<file path="src/rtl/cache_line_refill_engine.sv">
// Cache line refill engine: optional dirty-victim writeback, then a 16-word line fetch streamed to the data array.
// Optional macro CACHE_REFILL_CRITICAL_WORD_FIRST_EN starts the line fetch at the missed word and wraps mod 16.
module cache_line_refill_engine #(
  parameter int         WORDS_PER_LINE  = 16,
  parameter int         MAX_OUTSTANDING = 4,
  parameter logic [3:0] OPAQUE_HI       = 4'h0
) (
  input  logic          clk,
  input  logic          reset,
  input  logic          refill_val,
  output logic          refill_rdy,
  input  logic [25:0]   refill_line_addr,
  input  logic [3:0]    refill_word_off,
  input  logic          evict_en,
  input  logic [25:0]   evict_line_addr,
  input  logic [511:0]  evict_data,
  output logic          memreq_val,
  input  logic          memreq_rdy,
  output logic [76:0]   memreq_msg,
  input  logic          memresp_val,
  output logic          memresp_rdy,
  input  logic [44:0]   memresp_msg,
  output logic          fill_wen,
  output logic [3:0]    fill_word_idx,
  output logic [31:0]   fill_data,
  output logic          refill_done,
  output logic          refill_busy,
  output logic          proto_err
);

  localparam logic [4:0] LINE_WORDS = 5'(WORDS_PER_LINE);
  localparam logic [4:0] MAX_OUT    = 5'(MAX_OUTSTANDING);
  localparam logic [2:0] TYPE_READ  = 3'd0;
  localparam logic [2:0] TYPE_WRITE = 3'd1;

  typedef enum logic [1:0] {S_IDLE, S_EVICT, S_REFILL, S_DONE} state_e;

  state_e       state_q, state_d;
  logic [4:0]   issued_q, issued_d, received_q, received_d;
  logic         proto_err_q, proto_err_d;
  logic         fill_wen_q, fill_wen_d;
  logic [3:0]   fill_idx_q, fill_idx_d;
  logic [31:0]  fill_data_q;
  logic [25:0]  line_addr_q, evict_addr_q;
  logic [511:0] evict_data_q;

  logic         cmd_fire, req_fire, resp_fire, in_xfer;
  logic [3:0]   word_base, req_idx, exp_idx;
  logic [2:0]   cur_type;
  logic [25:0]  cur_line;
  logic [31:0]  req_data;
  logic [2:0]   resp_type;
  logic [7:0]   resp_opaque;
  logic [31:0]  resp_data;
  logic         unused_resp_bits;

  assign cmd_fire  = refill_val && refill_rdy;
  assign req_fire  = memreq_val && memreq_rdy;
  assign resp_fire = memresp_val && memresp_rdy;

`ifdef CACHE_REFILL_CRITICAL_WORD_FIRST_EN
  logic [3:0] word_off_q;
  always_ff @(posedge clk) begin
    if (cmd_fire) word_off_q <= refill_word_off;
  end
  assign word_base = (state_q == S_REFILL) ? word_off_q : 4'h0;
`else
  logic unused_word_off;
  assign unused_word_off = ^refill_word_off;
  assign word_base       = 4'h0;
`endif

  // Response layout: type_[44:42], opaque[41:34], test/len[33:32], data[31:0].
  assign resp_type        = memresp_msg[44:42];
  assign resp_opaque      = memresp_msg[41:34];
  assign resp_data        = memresp_msg[31:0];
  assign unused_resp_bits = ^{memresp_msg[33:32], resp_opaque[7:4]};

  assign in_xfer  = (state_q == S_EVICT) || (state_q == S_REFILL);
  assign req_idx  = issued_q[3:0] + word_base;
  assign exp_idx  = received_q[3:0] + word_base;
  assign cur_type = (state_q == S_EVICT) ? TYPE_WRITE : TYPE_READ;
  assign cur_line = (state_q == S_EVICT) ? evict_addr_q : line_addr_q;
  assign req_data = (state_q == S_EVICT) ? evict_data_q[{req_idx, 5'd0} +: 32] : 32'd0;

  // The message is a pure function of held state, so it cannot change while a request stalls.
  assign memreq_msg = {cur_type, OPAQUE_HI, req_idx, cur_line, req_idx, 2'b00, 2'b00, req_data};
  assign memreq_val = in_xfer && (issued_q < LINE_WORDS) && ((issued_q - received_q) < MAX_OUT);

  // Responses outside EVICT/REFILL are accepted and dropped so memory can never wedge.
  assign memresp_rdy = 1'b1;
  assign refill_rdy  = (state_q == S_IDLE);
  assign refill_busy = (state_q != S_IDLE);
  assign refill_done = (state_q == S_DONE);

  always_comb begin
    // NOTE: every always_comb output gets a default first so no path can infer a latch.
    state_d     = state_q;
    issued_d    = issued_q;
    received_d  = received_q;
    proto_err_d = proto_err_q;
    fill_wen_d  = 1'b0;
    fill_idx_d  = fill_idx_q;

    unique case (state_q)
      S_IDLE: begin
        if (cmd_fire) begin
          state_d    = evict_en ? S_EVICT : S_REFILL;
          issued_d   = '0;
          received_d = '0;
        end
      end
      S_EVICT, S_REFILL: begin
        if (req_fire) issued_d = issued_q + 5'd1;
        if (resp_fire) begin
          received_d = received_q + 5'd1;
          if ((resp_type != cur_type) || (resp_opaque[3:0] != exp_idx)) proto_err_d = 1'b1;
          if (state_q == S_REFILL) begin
            fill_wen_d = 1'b1;
            fill_idx_d = exp_idx;
          end
          if (received_q == LINE_WORDS - 5'd1) begin
            state_d    = (state_q == S_EVICT) ? S_REFILL : S_DONE;
            issued_d   = '0;
            received_d = '0;
          end
        end
      end
      S_DONE:  state_d = S_IDLE;
      default: state_d = S_IDLE;
    endcase
  end

  // NOTE: sequential state uses non-blocking assignments so every flop samples pre-edge values.
  always_ff @(posedge clk or negedge reset) begin
    if (!reset) begin
      state_q     <= S_IDLE;
      issued_q    <= '0;
      received_q  <= '0;
      proto_err_q <= 1'b0;
      fill_wen_q  <= 1'b0;
      fill_idx_q  <= '0;
    end else begin
      state_q     <= state_d;
      issued_q    <= issued_d;
      received_q  <= received_d;
      proto_err_q <= proto_err_d;
      fill_wen_q  <= fill_wen_d;
      fill_idx_q  <= fill_idx_d;
    end
  end

  // NOTE: wide payload registers are left unreset; they are only consumed under qualified controls.
  always_ff @(posedge clk) begin
    if (cmd_fire) begin
      line_addr_q  <= refill_line_addr;
      evict_addr_q <= evict_line_addr;
      evict_data_q <= evict_data;
    end
    if (resp_fire && (state_q == S_REFILL)) fill_data_q <= resp_data;
  end

  assign fill_wen      = fill_wen_q;
  assign fill_word_idx = fill_idx_q;
  assign fill_data     = fill_data_q;
  assign proto_err     = proto_err_q;

endmodule

</file>
<file path="config.mk">
export PLATFORM = sky130hd
export DESIGN_NAME = cache_line_refill_engine
export DESIGN_NICKNAME = d
export VERILOG_FILES = /design/src/rtl/cache_line_refill_engine.sv
export SDC_FILE = /design/constraint.sdc
export NUM_CORES = 1
export LEC_CHECK = 0
export CORE_AREA = 3 3 287 289
export CTS_CLUSTER_SIZE = 30
export DETAILED_ROUTE_END_ITERATION = 8
export DIE_AREA = 0 0 290 292
export GPL_ROUTABILITY_DRIVEN = 0
export HOLD_SLACK_MARGIN = 0.12
export PLACE_DENSITY = 0.56
export SLEW_MARGIN = 10
export SYNTH_ARGS = -nofsm -noshare
export SYNTH_HDL_FRONTEND = slang
export SYNTH_SLANG_ARGS = --single-unit
</file>
<file path="constraint.sdc">
create_clock -name clk -period 23.6 [get_ports clk]
set_input_delay 4.72 -clock clk [delete_from_list [all_inputs] [get_ports clk]]
set_output_delay 4.72 -clock clk [all_outputs]
set_load 0.01 [all_outputs]
</file>
# Yosys cells after proc, flatten, opt, wreduce, memory -nomap -nowiden
# Cells that the tools add are included.
classes:
  magnitude_cmp: 2
  shift: 1
  mux: 20
  add_sub_neg: 3
  n_reduce_logical: 16
  n_eq_ne: 9
ops:
  columns: ["cell", "count"]
  rows:
  - ["$shiftx A512 B10 Y32", 1]
  - ["$mux W32", 1]
  - ["$mux W5", 6]
  - ["$mux W26", 1]
  - ["$pmux W5 S2", 2]
  - ["$reduce_and A3 Y1", 4]
  - ["$add A5 B1 Y5 const B", 2]
  - ["$mux W2", 4]
  - ["$pmux W2 S3", 1]
  - ["$eq A5 B4 Y1 const B", 1]
  - ["$logic_and A1 B1 Y1", 5]
  - ["$lt A5 B3 Y1 const B", 1]
  - ["$lt A5 B5 Y1 const B", 1]
  - ["$mux W1", 5]
  - ["$sub A5 B5 Y5", 1]
  - ["$eq A2 B2 Y1 const B", 2]
  - ["$ne A2 B2 Y1 const B", 2]
  - ["$ne A4 B4 Y1", 1]
  - ["$reduce_bool A2 Y1", 2]
  - ["$ne A3 B1 Y1", 1]
  - ["$eq A2 B1 Y1 const B", 1]
  - ["$logic_not A2 Y1", 1]
  - ["$logic_or A1 B1 Y1", 2]
  - ["$ne A2 B1 Y1 const B", 1]
  - ["2 further kinds", 2]
word_totals:
  register_bits: 614
  input_bits: 619

# Depth between registers and ports, before layout
# Gate-level depths: netlist of the first run.
depth:
  word_depth: 9
  depth_mapped: 8

# Least setup slack after synthesis of the first run
# OpenSTA, ideal clock, no wires.
synth_path:
  path_kind: "input -> register"
  from: "in refill_val"
  to: "reg evict_addr_q[0] (enable)"
  arrival_ns: 17.280
  setup_slack_ns: 5.320
  n_path_buf: 0
  stages: 1
  path_cell_list: "and2_1"
synth_via:
  elab_chain_len: 1
synth_rtl:
  columns: ["element", "line", "source"]
  rows:
  - ["start: declaration", "10", "input logic refill_val,"]
  - ["$logic_and A1 B1 Y1", "57", "assign cmd_fire = refill_val && refill_rdy;"]
  - ["end signal: assignment", "157", "evict_addr_q <= evict_line_addr;"]
  - ["end: declaration", "44", "logic [25:0] line_addr_q, evict_addr_q;"]
# Every way passes these cells.
# A chain may end at the register's enable or synchronous reset.

# Worst setup path after layout of the first run
layout_path:
  from: "reg issued_q[0]"
  to: "out memreq_msg[5]"
layout_via:
  elab_chain_len: 2
layout_rtl:
  columns: ["element", "line", "source"]
  rows:
  - ["start: declaration", "39", "logic [4:0] issued_q, issued_d, received_q, received_d;"]
  - ["start signal: assignment", "145", "issued_q <= issued_d;"]
  - ["$shiftx A512 B10 Y32", "84", "assign req_data = (state_q == S_EVICT) ? evict_data_q[{req_idx, 5'd0} +: 32] : 32'd0;"]
  - ["$mux W32", "84", null]
  - ["end: declaration", "19", "output logic [76:0] memreq_msg,"]
# Every way passes these cells.

==> results of run 1 <==
[worst paths after layout]
kind,startpoint,end,slack (ns)
setup / recovery,issued_q[0]$_DFFE_PN0P_,memreq_msg[5],14.52
hold / removal,proto_err$_DFFE_PN0P_,proto_err$_DFFE_PN0P_,0.48
setup reg to reg,state_q[0]$_DFFE_PN0P_,evict_data_q[104]$_DFFE_PP_,18.76
hold reg to reg,proto_err$_DFFE_PN0P_,proto_err$_DFFE_PN0P_,0.48
max in group asynchronous,reset,issued_q[1]$_DFFE_PN0P_,18.36
min in group asynchronous,reset,issued_q[0]$_DFFE_PN0P_,4.62
[power by group through the flow]
stage | registers, mW | clock network, mW | logic (mW)
2_1_floorplan | 1.70 | 0 | 0.482
6_report | 1.55 | 1.11 | 0.874
4_1_cts | 1.55 | 1.15 | 0.888
3_5_place_dp | 1.57 | 0 | 0.886
3_3_place_gp | 1.56 | 0 | 0.874
5_1_grt | 1.57 | 1.19 | 0.940
[through the flow]
stage                     hold slack (ns)  std cells  worst slack (ns)  area, um^2
final                               0.483       3119             14.52       34700
after global routing                0.505       3117             14.18       34700
after CTS                           0.486       3091             14.31       34600
after detailed placement            0.464       2965             14.36       32200
after global placement              0.458       2965             14.53       32200
after floorplan                     0.454       1256              5.32       24000
[cells in the mapped netlist, types with 2 or more instances]
cell,n
buf_4,20
o22ai_1,33
and2_1,2
a21oi_1,6
nor3_1,3
nand2b_1,3
mux2_2,92
nand3_1,3
buf_2,19
nor2_1,6
o211ai_1,32
a21o_1,2
inv_1,10
a22o_1,2
nand2_1,111
clkbuf_1,44
a221oi_1,2
a32oi_1,32
xnor2_1,6
nand4_1,3
o21ai_0,9
ha_1,10
dfrtp_1,18
mux4_2,64
mux2i_1,98
conb_1,2
edfxtp_1,596
[routing by layer]
layer	GRT usage (%)	vias up	wire (um)
li1	-	6488	-
met1	21.8	7242	31000
met2	29.4	513	39300
met3	3.61	120	4180
met4	7.88	0	2400
met5	0	-	0
[cell type report]
type,instances,area [um^2],share of cell area (%)
sequential,614,18400,52.9
timing repair buffer,733,7310,21.1
multi-input combinational,547,5210,15.0
clock buffer,91,1870,5.40
tap,1060,1330,3.82
clock inverter,35,497,1.43
antenna,28,70.1,0.202
inverter,11,43.8,0.126
[cell families (layout without fill, tap and decap cells)]
logic type                 Yosys count  in the layout  share of synthesized area, %
AOI/OAI and AO/OA                  124            124                          3.76
other                                2             39                        0.0313
and+or+nand+nor                    141            141                          2.53
buffers and inverters               95            870                          1.90
DFF                                614            614                          76.6
adders and majority gates           10             10                         0.522
xor gates and xnor gates             7              7                         0.256
muxes                              254            254                          14.4
[sequential cells by signal (all words and copies together), names as in the netlist]
name,flops
proto_err,1
fill_word_idx,4
line_addr_q,26
issued_q,5
received_q,5
fill_data,32
state_q,2
evict_data_q,512
fill_wen,1
evict_addr_q,26
[critical path: cells and delay by family (launching register included)]
kind            cells  cell delay [ns]
buf+inv             3             2.10
mux                 2             0.97
compound gates      1             0.14
flops               1             0.40
==> impl_metrics.toml, run 1 <==
[synth]
yosysTopAreaCellShare_pct = 74.7
synthArstFlopShare_pct = 2.93
postSynthCellCount = 1247
netlist_area_mm2 = 0.0240
ys_ff_latch = 614
synth_cell_types = 46
ys_warn_count = 0
seq_area_frac_synth_pct = 76.6
yosys.area.top_type = "edfxtp_1"
synth_top_flop_cell = "edfxtp_1"
yosys-top-cells-area = "edfxtp_1 (75%), mux4_2 (6.0%), mux2_2 (4.3%), mux2i_1 (4.1%), dfrtp_1 (1.9%)"
synth_edf_count = 596
avgSynthCellArea_um2 = 19.2

[cells_and_area]
finalNetCount = 2608
area.growth.synth_to_final_pct = 44.7
nFillCells = 7198
layout_common_cells = "clkdlybuf4s50_1 (717), edfxtp_1 (596), nand2_1 (110), mux2i_1 (98), mux2_2 (92)"
layout_commonest_cell = "clkdlybuf4s50_1"
drive_above_1_share_pct = 13.8
finalCoreUtilization_pct = 43.3

[timing]
fin_setup_tns_ns = 0
skew_ns = 0.0321
tightest_slew_ns = 1.18
setup_viol = 0
timing.final.crit_period_ns = 9.08
hold_viol = 0
final_max_slew_viol_count = 0
finalCritPeriodShare_pct = 38.5
rsz0062_at_grt = "no"
relSlewSlack_pct = 21.5
fmax_mhz = 110

[run_status]
status = "finished clean"

[critical_path]
arrival_ns = 4.36
critPathCaptureType = "output port"
cp_cell_sequence = "buf_4 -> buf_4 -> mux4_2 -> mux2i_1 -> o22ai_1 -> clkdlybuf4s50_1"
critical_path.max_stage_delay_ns = 0.83
rr_worst_depth = 6
crit_slowest_cell = "buf_4"
critPathRequiredTime_ns = 18.88
critPathMaxFanout = 62
worstSetupStartpointType = "flop"
crit_top_cell = "buf_4"
worstSetupPathType = "reg2out"

[global_route]
grtUsageTotal_pct = 17.5
overflow = 0
grt_pass1_wl_mm = 108
grt_max_degree = 190
grt_pass1_vias = 15362
antenna_found_initial = 30

[hold_path]
holdCritPathClass = "reg2reg"
hold_depth = 1

[pwr]
swShare_pct = 28.3
power_frac_clock_pct = 31.5
switchingPower_mw = 0.998
power_mw = 3.53
vdd_drop_max_mv = 0.147
power_density_mw_per_mm2 = 102
combPwrFrac_pct = 24.7
p_int_mw = 2.53
sequentialPowerShare_pct = 43.7
leakage_nw = 11.7

[placed_design]
io_buffer_count = 717
dpl.hpwl_mm = 56.0

[clock_tree]
clk_pin_slew_worst_paths_ns = 0.05
cts.sinks = 614
cts-root-buf = "clkbuf_16"
clock_path_buffers = 3
post_cts_resized = 0
numCtsBuffers = 72
htreeDepth = 3
clk_latency_ns = 0.62
post_cts_buffers = 0
ctsHoldBuffers = 0
cts_tree = "yes"

[floorplanning]
dieHeight_um = 292
rows = 104
core_area_mm2 = 0.0802
floorplan.initialDensity_pct = 29.9
die-area_mm2 = 0.0847
io_pins = 739
die_w_um = 290

[route]
final_antenna_net_count = 0
drc = 0
drtPass1Iterations = 5
via_per_inst = 4.61
wirelength_mm = 76.9
dr_total_vias = 14363
first_iter_violations = 1059
wl_per_cell_um = 24.6

[flow_run]
drv_cap = 0
Note: power is estimated with default switching activity, not from simulation.
==> run 2, diff against run 1 <==
- CORE_AREA: 3 3 287 289 -> 3 3 290 292
- DIE_AREA: 0 0 290 292 -> 0 0 293 295
- PLACE_DENSITY: 0.56 -> 0.57
- clock period: 23.6 -> 8 ns (I/O delays scaled with it)
==> impl_metrics.toml, run 2 (synthesized netlist as in run 1, its figures left out) <==
[critical_path]
path_delay_family = "buffers and inverters"
critical_path.max_stage_delay_ns = 0.72
critPathRequiredTime_ns = 6.40
crit_buf_inv = 3
crit_top_cell = "buf_4"
worstSetupStartpointType = "flop"
critPathMaxFanout = 31
reg2reg_from = "issued_q[1]$_DFFE_PN0P_"
crit_slowest_cell = "dfrtp_2"
worstSetupPathType = "reg2out"
rr_worst_depth = 6
critPathCaptureType = "output port"
arrival_ns = 3.78
r2r_end = "issued_q[3]$_DFFE_PN0P_"
timing.reg2reg.setup_slack_ns = 4.94
cp_cell_sequence = "buf_4 -> nor2_4 -> buf_4 -> a32oi_1 -> nand2_1 -> o22ai_1 -> clkdlybuf4s50_1"

[route]
dr_total_vias = 14344
drc = 0
wirelength_mm = 77.6
drtPass1Iterations = 5
final_antenna_net_count = 0
first_iter_violations = 1045
via_per_inst = 4.59
wl_per_cell_um = 24.9

[floorplanning]
dieHeight_um = 295
floorplan.initialDensity_pct = 29.3
io_pins = 739
die-area_mm2 = 0.0864
rows = 105
die_w_um = 293
core_area_mm2 = 0.0818

[timing]
tightest_slew_ns = 1.17
rsz0062_at_grt = "no"
fmax_mhz = 186
fin_setup_tns_ns = 0
skew_ns = 0.0275
final_max_slew_viol_count = 0
setup_viol = 0
timing.final.crit_period_ns = 5.38
relSlewSlack_pct = 22.3
finalCritPeriodShare_pct = 67.3
hold_viol = 0

[pwr]
combPwrFrac_pct = 24.9
sequentialPowerShare_pct = 44.1
vdd_drop_max_mv = 0.195
power_density_mw_per_mm2 = 299
power_frac_clock_pct = 31.0
switchingPower_mw = 2.94
leakage_nw = 11.7
p_int_mw = 7.44
swShare_pct = 28.3

[clock_tree]
ctsHoldBuffers = 0
clock_path_buffers = 3
cts-root-buf = "clkbuf_16"
post_cts_resized = 0
cts_tree = "yes"
htreeDepth = 3
cts.sinks = 614
post_cts_buffers = 0
clk_latency_ns = 0.60
clk_pin_slew_worst_paths_ns = 0.06
numCtsBuffers = 71

[cells_and_area]
final_cells = 3123
finalCoreUtilization_pct = 42.4
multiInputGateArea_mm2 = 0.00521
layout_common_cells = "clkdlybuf4s50_1 (717), edfxtp_1 (596), nand2_1 (110), mux2i_1 (98), mux2_2 (92)"
finalNetCount = 2610
ff_latch_area_mm2 = 0.0184
layout_commonest_cell = "clkdlybuf4s50_1"
drive_above_1_share_pct = 14.0
area.growth.synth_to_final_pct = 44.7
largest_reg_flops = 512
largest_register = "evict_data_q"
nFillCells = 7378

[hold_path]
hold_depth = 1
min-delay-start = "proto_err$_DFFE_PN0P_"
holdCritPathClass = "reg2reg"
min_to = "proto_err$_DFFE_PN0P_"

[global_route]
grt_pass1_vias = 15079
antenna_found_initial = 22
overflow = 0
grt_pass1_wl_mm = 106
grtUsageTotal_pct = 17.2
grt_max_degree = 185

[placed_design]
io_buffer_count = 717
dp.cells = 2978
dpl.hpwl_mm = 56.9

[flow_run]
drv_cap = 0

[run_status]
status = "finished clean"
[run 2: cell count changes in the layout (fill, tap and decap cells not counted), moves of 2 or more]
cell,previous run,this run
buf_12,1,5
clkinv_16,3,1
clkinvlp_4,1,3
diode_2,28,19
inv_6,1,4
inv_8,2,0
[run 2: per-layer routing]
layer | vias to the layer above | global-route usage (%) | share of wire, %
met5 | - | 0 | 0.017
met4 | 2 | 6.37 | 2.6
met3 | 105 | 3.70 | 5.8
met2 | 482 | 29.1 | 51
met1 | 7247 | 21.8 | 41
li1 | 6508 | - | -
[run 2: worst max-delay path by stage]
stage | start | endpoint | slack, ns | depth (start not counted)
final | issued_q[2]$_DFFE_PN0P_ | memreq_msg[1] | 2.62 | 7
after detailed placement | issued_q[0]$_DFFE_PN0P_ | memreq_msg[18] | 3.21 | 7
after CTS | issued_q[0]$_DFFE_PN0P_ | memreq_msg[18] | 2.52 | 7
after global routing | issued_q[0]$_DFFE_PN0P_ | memreq_msg[18] | 2.37 | 7
after floorplan | refill_val | evict_addr_q[0]$_DFFE_PP_ | 2.05 | 1
after global placement | issued_q[0]$_DFFE_PN0P_ | memreq_msg[18] | 3.21 | 7
[run 2: per-stage QoR]
step	power [mW]	setup slack, ns	hold WS [ns]	area (um^2)
finish	10.4	2.62	0.478	34700
global route	10.9	2.37	0.518	34700
CTS	10.5	2.52	0.482	34600
detailed placement	7.26	3.21	0.469	32300
global placement	7.19	3.21	0.454	32300
floorplan	6.08	2.05	0.454	24000
[run 2: cell type report]
cell class	count	area share, %
clock inverters	35	1.22
inverters	11	0.126
multi-input cells	547	15.0
flip-flops and latches	614	52.9
clock buffers	91	5.40
repair buffers	736	21.3
diodes	19	0.137
well taps	1070	3.86
[run 2: worst register-to-register path: stages (launching register included)]
cell and delay, ns:
dfrtp_4 0.70, buf_12 0.45, ha_1 0.50, a21oi_1 0.23, mux2_2 0.42, or4_4 0.52, a21oi_2 0.15
[run 2: power by group through the flow]
| stage | logic, mW | registers [mW] | clock network, mW |
|---|---|---|---|
| finish | 2.59 | 4.58 | 3.21 |
| global route | 2.77 | 4.64 | 3.45 |
| CTS | 2.63 | 4.58 | 3.31 |
| detailed placement | 2.62 | 4.64 | 0 |
| global placement | 2.58 | 4.62 | 0 |
| floorplan | 1.42 | 4.65 | 0 |
